`config.mk`:
```
export PLATFORM = sky130hd
export DESIGN_NAME = serial_add_sub
export DESIGN_NICKNAME = d
export VERILOG_FILES = /design/src/rtl/serial_add_sub.sv
export SDC_FILE = /design/constraint.sdc
export NUM_CORES = 1
export LEC_CHECK = 0
export BUFFER_PORTS_ARGS = -buffer_cell sky130_fd_sc_hd__buf_2
export CAP_MARGIN = 20
export CORE_MARGIN = 3
export CORE_UTILIZATION = 40
export CTS_CLUSTER_DIAMETER = 200
export DETAILED_ROUTE_END_ITERATION = 10
export GPL_ROUTABILITY_DRIVEN = 0
export PLACE_DENSITY_LB_ADDON = 0.12
export SLEW_MARGIN = 20
export SYNTH_ARGS = -nofsm -noshare
export SYNTH_HDL_FRONTEND = slang
export SYNTH_SLANG_ARGS = --single-unit
```
`constraint.sdc`:
```
create_clock -name clk -period 3.2 [get_ports clk]
set_clock_uncertainty 0.15 [all_clocks]
set_input_delay 0.96 -clock clk [delete_from_list [all_inputs] [get_ports clk]]
set_output_delay 0.96 -clock clk [all_outputs]
set_load 0.01 [all_outputs]
```
`src/rtl/serial_add_sub.sv`:
```
// Digit-serial adder/subtractor: consumes DIGIT bits per clock through a registered
// carry, LSB first, with a start/busy/done handshake and registered result flags.
module serial_add_sub #(
    parameter int WIDTH = 8,
    parameter int DIGIT = 1
) (
    input  logic             clk,
    input  logic             rst,
    input  logic             start,
    input  logic             mode,
    input  logic [WIDTH-1:0] a,
    input  logic [WIDTH-1:0] b,
    output logic             busy,
    output logic             done,
    output logic [WIDTH-1:0] result,
    output logic             c_out,
    output logic             ovf
);

    localparam int N  = WIDTH / DIGIT;
    localparam int CW = (N > 1) ? $clog2(N) : 1;

    generate
        if (WIDTH < 2 || DIGIT < 1 || (WIDTH % DIGIT) != 0) begin : g_bad_params
            $error("serial_add_sub: WIDTH must be >= 2 and divisible by DIGIT");
        end
    endgenerate

    typedef enum logic [1:0] {S_IDLE, S_RUN, S_DONE} state_t;

    state_t                 r_state;
    state_t                 w_state_nxt;
    logic [WIDTH-1:0]       r_a_sh;
    logic [WIDTH-1:0]       r_b_sh;
    logic [WIDTH-1:0]       r_res_sh;
    logic [WIDTH-1:0]       r_result;
    logic                   r_carry;
    logic                   r_c_out;
    logic                   r_ovf;
    logic [CW-1:0]          r_cnt;
    logic [DIGIT:0]         w_c;
    logic [DIGIT-1:0]       w_sum;
    logic [WIDTH+DIGIT-1:0] w_cat;
    logic [WIDTH-1:0]       w_res_nxt;
    logic                   w_accept;
    logic                   w_last;

    assign w_accept = start && (r_state != S_RUN);
    assign w_last   = (r_cnt == CW'(N - 1));

    // DIGIT chained full-adder stages fed by the registered carry
    always_comb begin
        w_c    = '0;
        w_sum  = '0;
        w_c[0] = r_carry;
        for (int i = 0; i < DIGIT; i++) begin
            w_sum[i]  = r_a_sh[i] ^ r_b_sh[i] ^ w_c[i];
            w_c[i+1]  = (r_a_sh[i] & r_b_sh[i]) | (w_c[i] & (r_a_sh[i] ^ r_b_sh[i]));
        end
    end

    // new sum digits enter at the MSB end; the oldest digit falls off the bottom
    assign w_cat     = {w_sum, r_res_sh};
    assign w_res_nxt = WIDTH'(w_cat >> DIGIT);

    always_comb begin
        w_state_nxt = r_state;
        case (r_state)
            S_IDLE:  if (start) w_state_nxt = S_RUN;
            S_RUN:   if (w_last) w_state_nxt = S_DONE;
            S_DONE:  w_state_nxt = start ? S_RUN : S_IDLE;
            default: w_state_nxt = S_IDLE;
        endcase
    end

    always_ff @(posedge clk) begin
        if (rst) begin
            r_state <= S_IDLE;
        end else begin
            r_state <= w_state_nxt;
        end
    end

    always_ff @(posedge clk) begin
        if (rst) begin
            r_a_sh   <= '0;
            r_b_sh   <= '0;
            r_res_sh <= '0;
            r_carry  <= 1'b0;
            r_cnt    <= '0;
            r_result <= '0;
            r_c_out  <= 1'b0;
            r_ovf    <= 1'b0;
        end else if (w_accept) begin
            // subtraction is a + ~b + 1: invert b and seed the carry with mode
            r_a_sh  <= a;
            r_b_sh  <= mode ? ~b : b;
            r_carry <= mode;
            r_cnt   <= '0;
        end else if (r_state == S_RUN) begin
            r_a_sh   <= r_a_sh >> DIGIT;
            r_b_sh   <= r_b_sh >> DIGIT;
            r_res_sh <= w_res_nxt;
            r_carry  <= w_c[DIGIT];
            r_cnt    <= r_cnt + CW'(1);
            if (w_last) begin
                r_result <= w_res_nxt;
                r_c_out  <= w_c[DIGIT];
                r_ovf    <= w_c[DIGIT] ^ w_c[DIGIT-1];
            end
        end
    end

    assign busy   = (r_state == S_RUN);
    assign done   = (r_state == S_DONE);
    assign result = r_result;
    assign c_out  = r_c_out;
    assign ovf    = r_ovf;

endmodule
```
# After elaboration in Yosys (flattened, before gate mapping)
# Cells that the tools add are included.
# totals
register_bits,40
output_inout_bits,12
# classes
n_addsub,1
n_eq_ne,6
n_mux,11
bitwise,8
n_reduce_logical,7
# ops
op,count
8-bit two-way mux,5
8-bit NOT,1
2-bit case mux with 3 select lines,1
2-bit two-way mux,2
"2-bit by 1-bit != test with 1-bit output, second input constant",2
2-bit AND reduction,2
"3-bit by 1-bit adder with 3-bit output, second input constant",1
"3-bit equality test, second input constant",1
1-bit two-way mux,3
3-bit AND reduction,1
1-bit bitwise XOR,3
1-bit AND,2
"2-bit by 1-bit equality test with 1-bit output, second input constant",1
"2-bit equality test, second input constant",1
2-bit logical NOT,1
"2-bit != test, second input constant",1
2-bit nonzero test,1
2-bit OR reduction,1
1-bit logical AND,1
1-bit NOT,1
1-bit OR,1

# Longest topological paths before layout
# Gate-level depths: netlist (run 1).
# depth
word_depth,5
depth_mapped,6

# Worst setup path after synthesis (run 1)
# OpenSTA, ideal clock, no wires.
# synth_timing
path_type,reg2out
from,register r_state[1]
to,output busy
t_arrival_ns,0.807
t_required_ns,2.090
slack_ns,1.283
path_stages_with_launch,5
n_path_buf,2
cell_sequence,dfxtp_1 -> nand2b_1 -> buf_6 -> inv_4 -> buf_4
# synth_between
elab_chain_len,1
# synth_lines
item,line,rtl
from (decl),31,state_t r_state;
from (signal assigned),80,r_state <= w_state_nxt;
2-bit by 1-bit equality test with 1-bit output,114,assign busy = (r_state == S_RUN);
to (decl),13,"output logic busy,"
# Every way passes these cells.

# Worst setup path in the final report (run 1)
# layout_timing
from,register r_state[0]
to,output busy
# The elaborated chain is that of the path after synthesis.

==> flow_summary.ini, run 1 <==
[cells_and_area]
multi_input_area_um2 = 788
final_cell_count_no_fill = 263
seq_area_um2 = 781
antenna_cells = 0
layout_commonest_cell = nand2_1
area_delta_synth_final_pct = 13.7
final_cell_mix = 41 x nand2_1, 39 x dfxtp_1, 31 x buf_2
final_nets = 237
drive_gt1_share_pct = 20.0
fill_cells = 380

[worst_setup_path]
cp-start-kind = register
critPathTopFamily = buffers and inverters
critical_path_required_ns = 2.09
cp_max_fo = 27
cp_slowest_cell = dfxtp_1
arrival_ns = 1.24
cp_num_buf_inv = 2
worstPathCellList = nand2b_1, inv_4, buf_2
critical_path_class = reg -> out
cp-end-kind = output port
cpPeakStageDelay_ns = 0.39

[clock_tree]
clkTransAtPathRegs_ns = 0.08
cts_tree = done
cts_buffer_depth = 2
cts_buffers = 5
clk_latency_ns = 0.29
cts_max_level = 2
hold_buffers = 0
cts_resized = 0
cts.sinks = 39
cts-root-buf = clkbuf_8
post_cts.repair.setup_buffers = 0

[timing]
slew_viol_final = 0
tightest_slew_ns = 0.730
slew_headroom_pct = 51.3
clock.fmax_mhz = 426
tns_ns = 0
hold_viol = 0
period_share_pct = 73.4
rsz0062_at_grt = no
fin_crit_ns = 2.35
setup_viol = 0

[synthesis]
synth_top_area_share_pct = 47.0
synth-edff-count = 0
synth_area_um2 = 1660
synth_cell_types = 25
synth-seq-area-share_pct = 47.0
syn_area_per_cell_um2 = 8.80
synth_largest_area_cell = dfxtp_1
synth_ff_type = dfxtp_1
synth_nets = 212
synth_seq_cells = 39
synth_area_leaders = dfxtp_1 47%, nand2_1 9.3%, a21oi_1 7.5%
syn_inst = 189
synth_warnings = 0
ys_async_sr_fraction_pct = 0

[route]
drtIter0Drc = 74
drt_first_pass_iters = 4
drc_errors = 0
postRouteAntennaNets = 0
vias_per_cell = 4.97
vias = 1308
wl_per_cell_um = 11.9
route.final.wire_length_mm = 3.12

[floorplan]
die_w_um = 70.5
start_util_pct = 43.5
die_area_um2 = 4970
coreArea_um2 = 3830
fp-row-count = 22
dieHeight_um = 70.5
pin_count = 32

[grt]
busiest_layer = met2
use_met3_pct = 4.75
grt_pass1_wl_mm = 5.46
antenna_found_initial = 0
grt_max_degree = 40
met2_usage_pct = 23.0
grt_pass1_vias = 1259
met1_usage_pct = 15.7
track_usage_pct = 13.6
grt_overflow = 0

[power]
leakage_nw = 0.775
p_per_area_nw_per_um2 = 505
ir_drop_mv = 0.199

[run]
cap_violations = 0

[place]
dpl.hpwl_mm = 2.07
io_buffers = 31
place_inst = 255

[hold_path]
hold_path_class = reg -> reg

[status]
status = finished, final reports clean
[sequential cells by signal (all words and copies together), names as in the netlist]
register and count:
c_out 1, ovf 1, r_a_sh 8, r_b_sh 8
r_carry 1, r_cnt 3, r_res_sh 7, r_state 2
result 8
[cells by family after synthesis]
logic type,Yosys count,share of synthesized area [%]
compound gates,44,17.2
xor+xnor,9,4.74
fa+ha+maj,3,2.71
buf+inv,16,5.64
flops,39,47.0
mux,9,5.42
simple gates,69,17.3
[power breakdown]
part | internal, mW | switching [mW]
registers | 0.509 | 0.0147
logic | 0.0502 | 0.0615
clock network | 0.151 | 0.169
total | 0.710 | 0.245
[final timing paths]
path                                start                      to  slack (ns)  cells after the start
setup / recovery  r_state[0]$_SDFFE_PP0P_                    busy        0.85                      3
hold / removal     result[5]$_SDFFE_PP0P_  result[5]$_SDFFE_PP0P_        0.30                      2
hold reg to reg    result[5]$_SDFFE_PP0P_  result[5]$_SDFFE_PP0P_        0.30                      2
setup reg to reg    r_cnt[0]$_SDFFE_PP0P_        ovf$_SDFFE_PP0P_        1.57                      5
[per-layer routing]
| metal | up-vias | routed length [um] |
|---|---|---|
| met2 | 18 | 1490 |
| met5 | - | 0 |
| met4 | 0 | 34 |
| met1 | 599 | 1470 |
| met3 | 4 | 124 |
| li1 | 687 | - |
[cells in the mapped netlist, drive strengths merged, types with 4 or more instances]
cell,n
buf,12
a211oi,9
a21oi,26
nand3b,4
nor2,19
xnor2,9
mux2i,9
a211o,7
dfxtp,39
nand2,41
[worst min-delay path, delay by kind of cell (launching register included)]
family           cells  cell delay [ns]
flip-flops           1             0.31
AND/OR/NAND/NOR      1             0.05
AO/OA/AOI/OAI        1             0.05
[metrics by stage]
stage | instance area, um2 | power [mW] | hold WS (ns) | setup WS, ns | util, %
after floorplan | 1660 | 0.624 | 0.282 | 1.28 | -
after global placement | 1800 | 0.643 | 0.287 | 1.09 | 47.1
after detailed placement | 1800 | 0.649 | 0.295 | 1.03 | 47.1
after CTS | 1890 | 0.975 | 0.306 | 0.821 | 49.4
after global routing | 1890 | 1.02 | 0.321 | 0.761 | 49.4
final | 1890 | 0.955 | 0.302 | 0.851 | 49.4
[layout make-up]
cell class / count / area share [%]
flip-flops and latches: 39 / 41.3
multi-input cells: 134 / 41.7
clock buffers: 5 / 3.64
repair buffers: 32 / 8.60
well taps: 48 / 3.18
clock inverters: 3 / 1.06
inverters: 2 / 0.529
Note: power is estimated with default switching activity, not from simulation.
==> run 2: changes to the inputs <==
clock period = 2.1 ns   (was 3.2 ns; I/O delays follow)
==> run 2 against run 1 <==
Compared with the run above:
- hold slack improved by 0.0019 ns
- combinational power up 55%
- cell count rose by 0.38%
- wire length grew 0.61%
- sequential cell count unchanged
- critical path type unchanged
- total power rose by 66%
- critical endpoint unchanged
- global-route usage fell by 0.28 points
- non-clock buffer count increased by 1
- utilization rose by 0.82 points
- clock power rose by 92%
- sequential share of layout area fell by 0.67 points
- first-iteration DRC count rose by 62%
==> flow_summary.ini, run 2 (synthesized netlist as in run 1, its figures left out) <==
[timing]
slew_viol_final = 0
layout_setup_ws_ns = 0.326
hold_viol = 0
setup_viol = 0
period_share_pct = 84.5
slew_headroom_pct = 51.4
tns_ns = 0
tightest_slew_ns = 0.728
clock.fmax_mhz = 564
fin_crit_ns = 1.77
rsz0062_at_grt = no
whs_ns = 0.304

[cells_and_area]
final_nets = 238
multi_input_area_um2 = 788
antenna_cells = 0
area_delta_synth_final_pct = 15.6
fin_area_um2 = 1920
seq_area_um2 = 781
fill_cells = 375
layout_commonest_cell = nand2_1
drive_gt1_share_pct = 20.4
final_cell_mix = 41 x nand2_1, 39 x dfxtp_1, 31 x buf_2

[grt]
antenna_found_initial = 0
grt_max_degree = 40
grt_pass1_wl_mm = 5.34
grt_pass1_vias = 1241
grt_overflow = 0
track_usage_pct = 13.3

[route]
wl_per_cell_um = 11.9
route.final.wire_length_mm = 3.14
postRouteAntennaNets = 0
drtIter0Drc = 120
vias = 1323
drc_errors = 0
vias_per_cell = 5.01
drt_first_pass_iters = 4

[clock_tree]
cts_buffer_depth = 2
hold_buffers = 0
cts_tree = done
clkTransAtPathRegs_ns = 0.08
post_cts.repair.setup_buffers = 0
cts_resized = 0
cts_buffers = 5
clk_latency_ns = 0.29
cts.sinks = 39
cts_max_level = 2
cts-root-buf = clkbuf_8

[worst_setup_path]
critical_path_required_ns = 1.32
crit_path_start = r_state[0]$_SDFFE_PP0P_
worstPathCellList = nand2b_1, inv_4, buf_2
critical_path_class = reg -> out
cp_slowest_cell = dfxtp_1
arrival_ns = 0.99
rr_startpoint = r_cnt[0]$_SDFFE_PP0P_
cp-start-kind = register
cp_max_fo = 5
cp-end-kind = output port
cpPeakStageDelay_ns = 0.39

[power]
p_per_area_nw_per_um2 = 825
report.power.total_mw = 1.59
leakage_nw = 0.798
ir_drop_mv = 0.602

[place]
post-place-ws_ns = 0.286
io_buffers = 31
dpl.hpwl_mm = 2.10
placed_area_um2 = 1810

[floorplan]
die_area_um2 = 4970
die_w_um = 70.5
pin_count = 32
start_util_pct = 43.5
dieHeight_um = 70.5
coreArea_um2 = 3830
fp-row-count = 22

[hold_path]
hold_path_class = reg -> reg
hold_start = result[0]$_SDFFE_PP0P_

[status]
status = finished, final reports clean

[run]
cap_violations = 0
-- run 2: critical path: cells and delay by family (launching register included) --
kind / cells / cell delay (ns)
AND/OR/NAND/NOR: 1 / 0.13
buffers and inverters: 2 / 0.19
flip-flops: 1 / 0.39
-- run 2: metal layers --
| layer | share of wire [%] | global-route usage, % |
|---|---|---|
| met1 | 45 | 15.1 |
| met2 | 49 | 23.3 |
| met3 | 4.4 | 4.46 |
| met4 | 0.77 | 4.47 |
| met5 | 0 | 0 |
-- run 2: path summary, 6_finish.rpt --
| check | endpoint | slack [ns] | cells past startpoint |
|---|---|---|---|
| max | busy | 0.33 | 3 |
| min | result[0]$_SDFFE_PP0P_ | 0.30 | 2 |
| max reg2reg | ovf$_SDFFE_PP0P_ | 0.50 | 5 |
| min reg2reg | result[0]$_SDFFE_PP0P_ | 0.30 | 2 |
-- run 2: cell type report --
class	count	area share, %
Inverter	2	0.521
Clock buffer	5	3.58
Sequential cell	39	40.6
Timing Repair Buffer	33	8.85
Multi-Input combinational cell	134	41.0
Clock inverter	3	2.28
Tap cell	48	3.13
-- run 2: where the power goes --
part	internal [mW]	switching (mW)
sequential	0.775	0.0220
combinational	0.0792	0.0953
clock	0.354	0.260
-- run 2: per-stage QoR --
stage	cells	util [%]
after floorplan	189	-
after global placement	256	47.3
after detailed placement	256	47.3
after CTS	264	50.2
after global routing	264	50.2
final	264	50.2
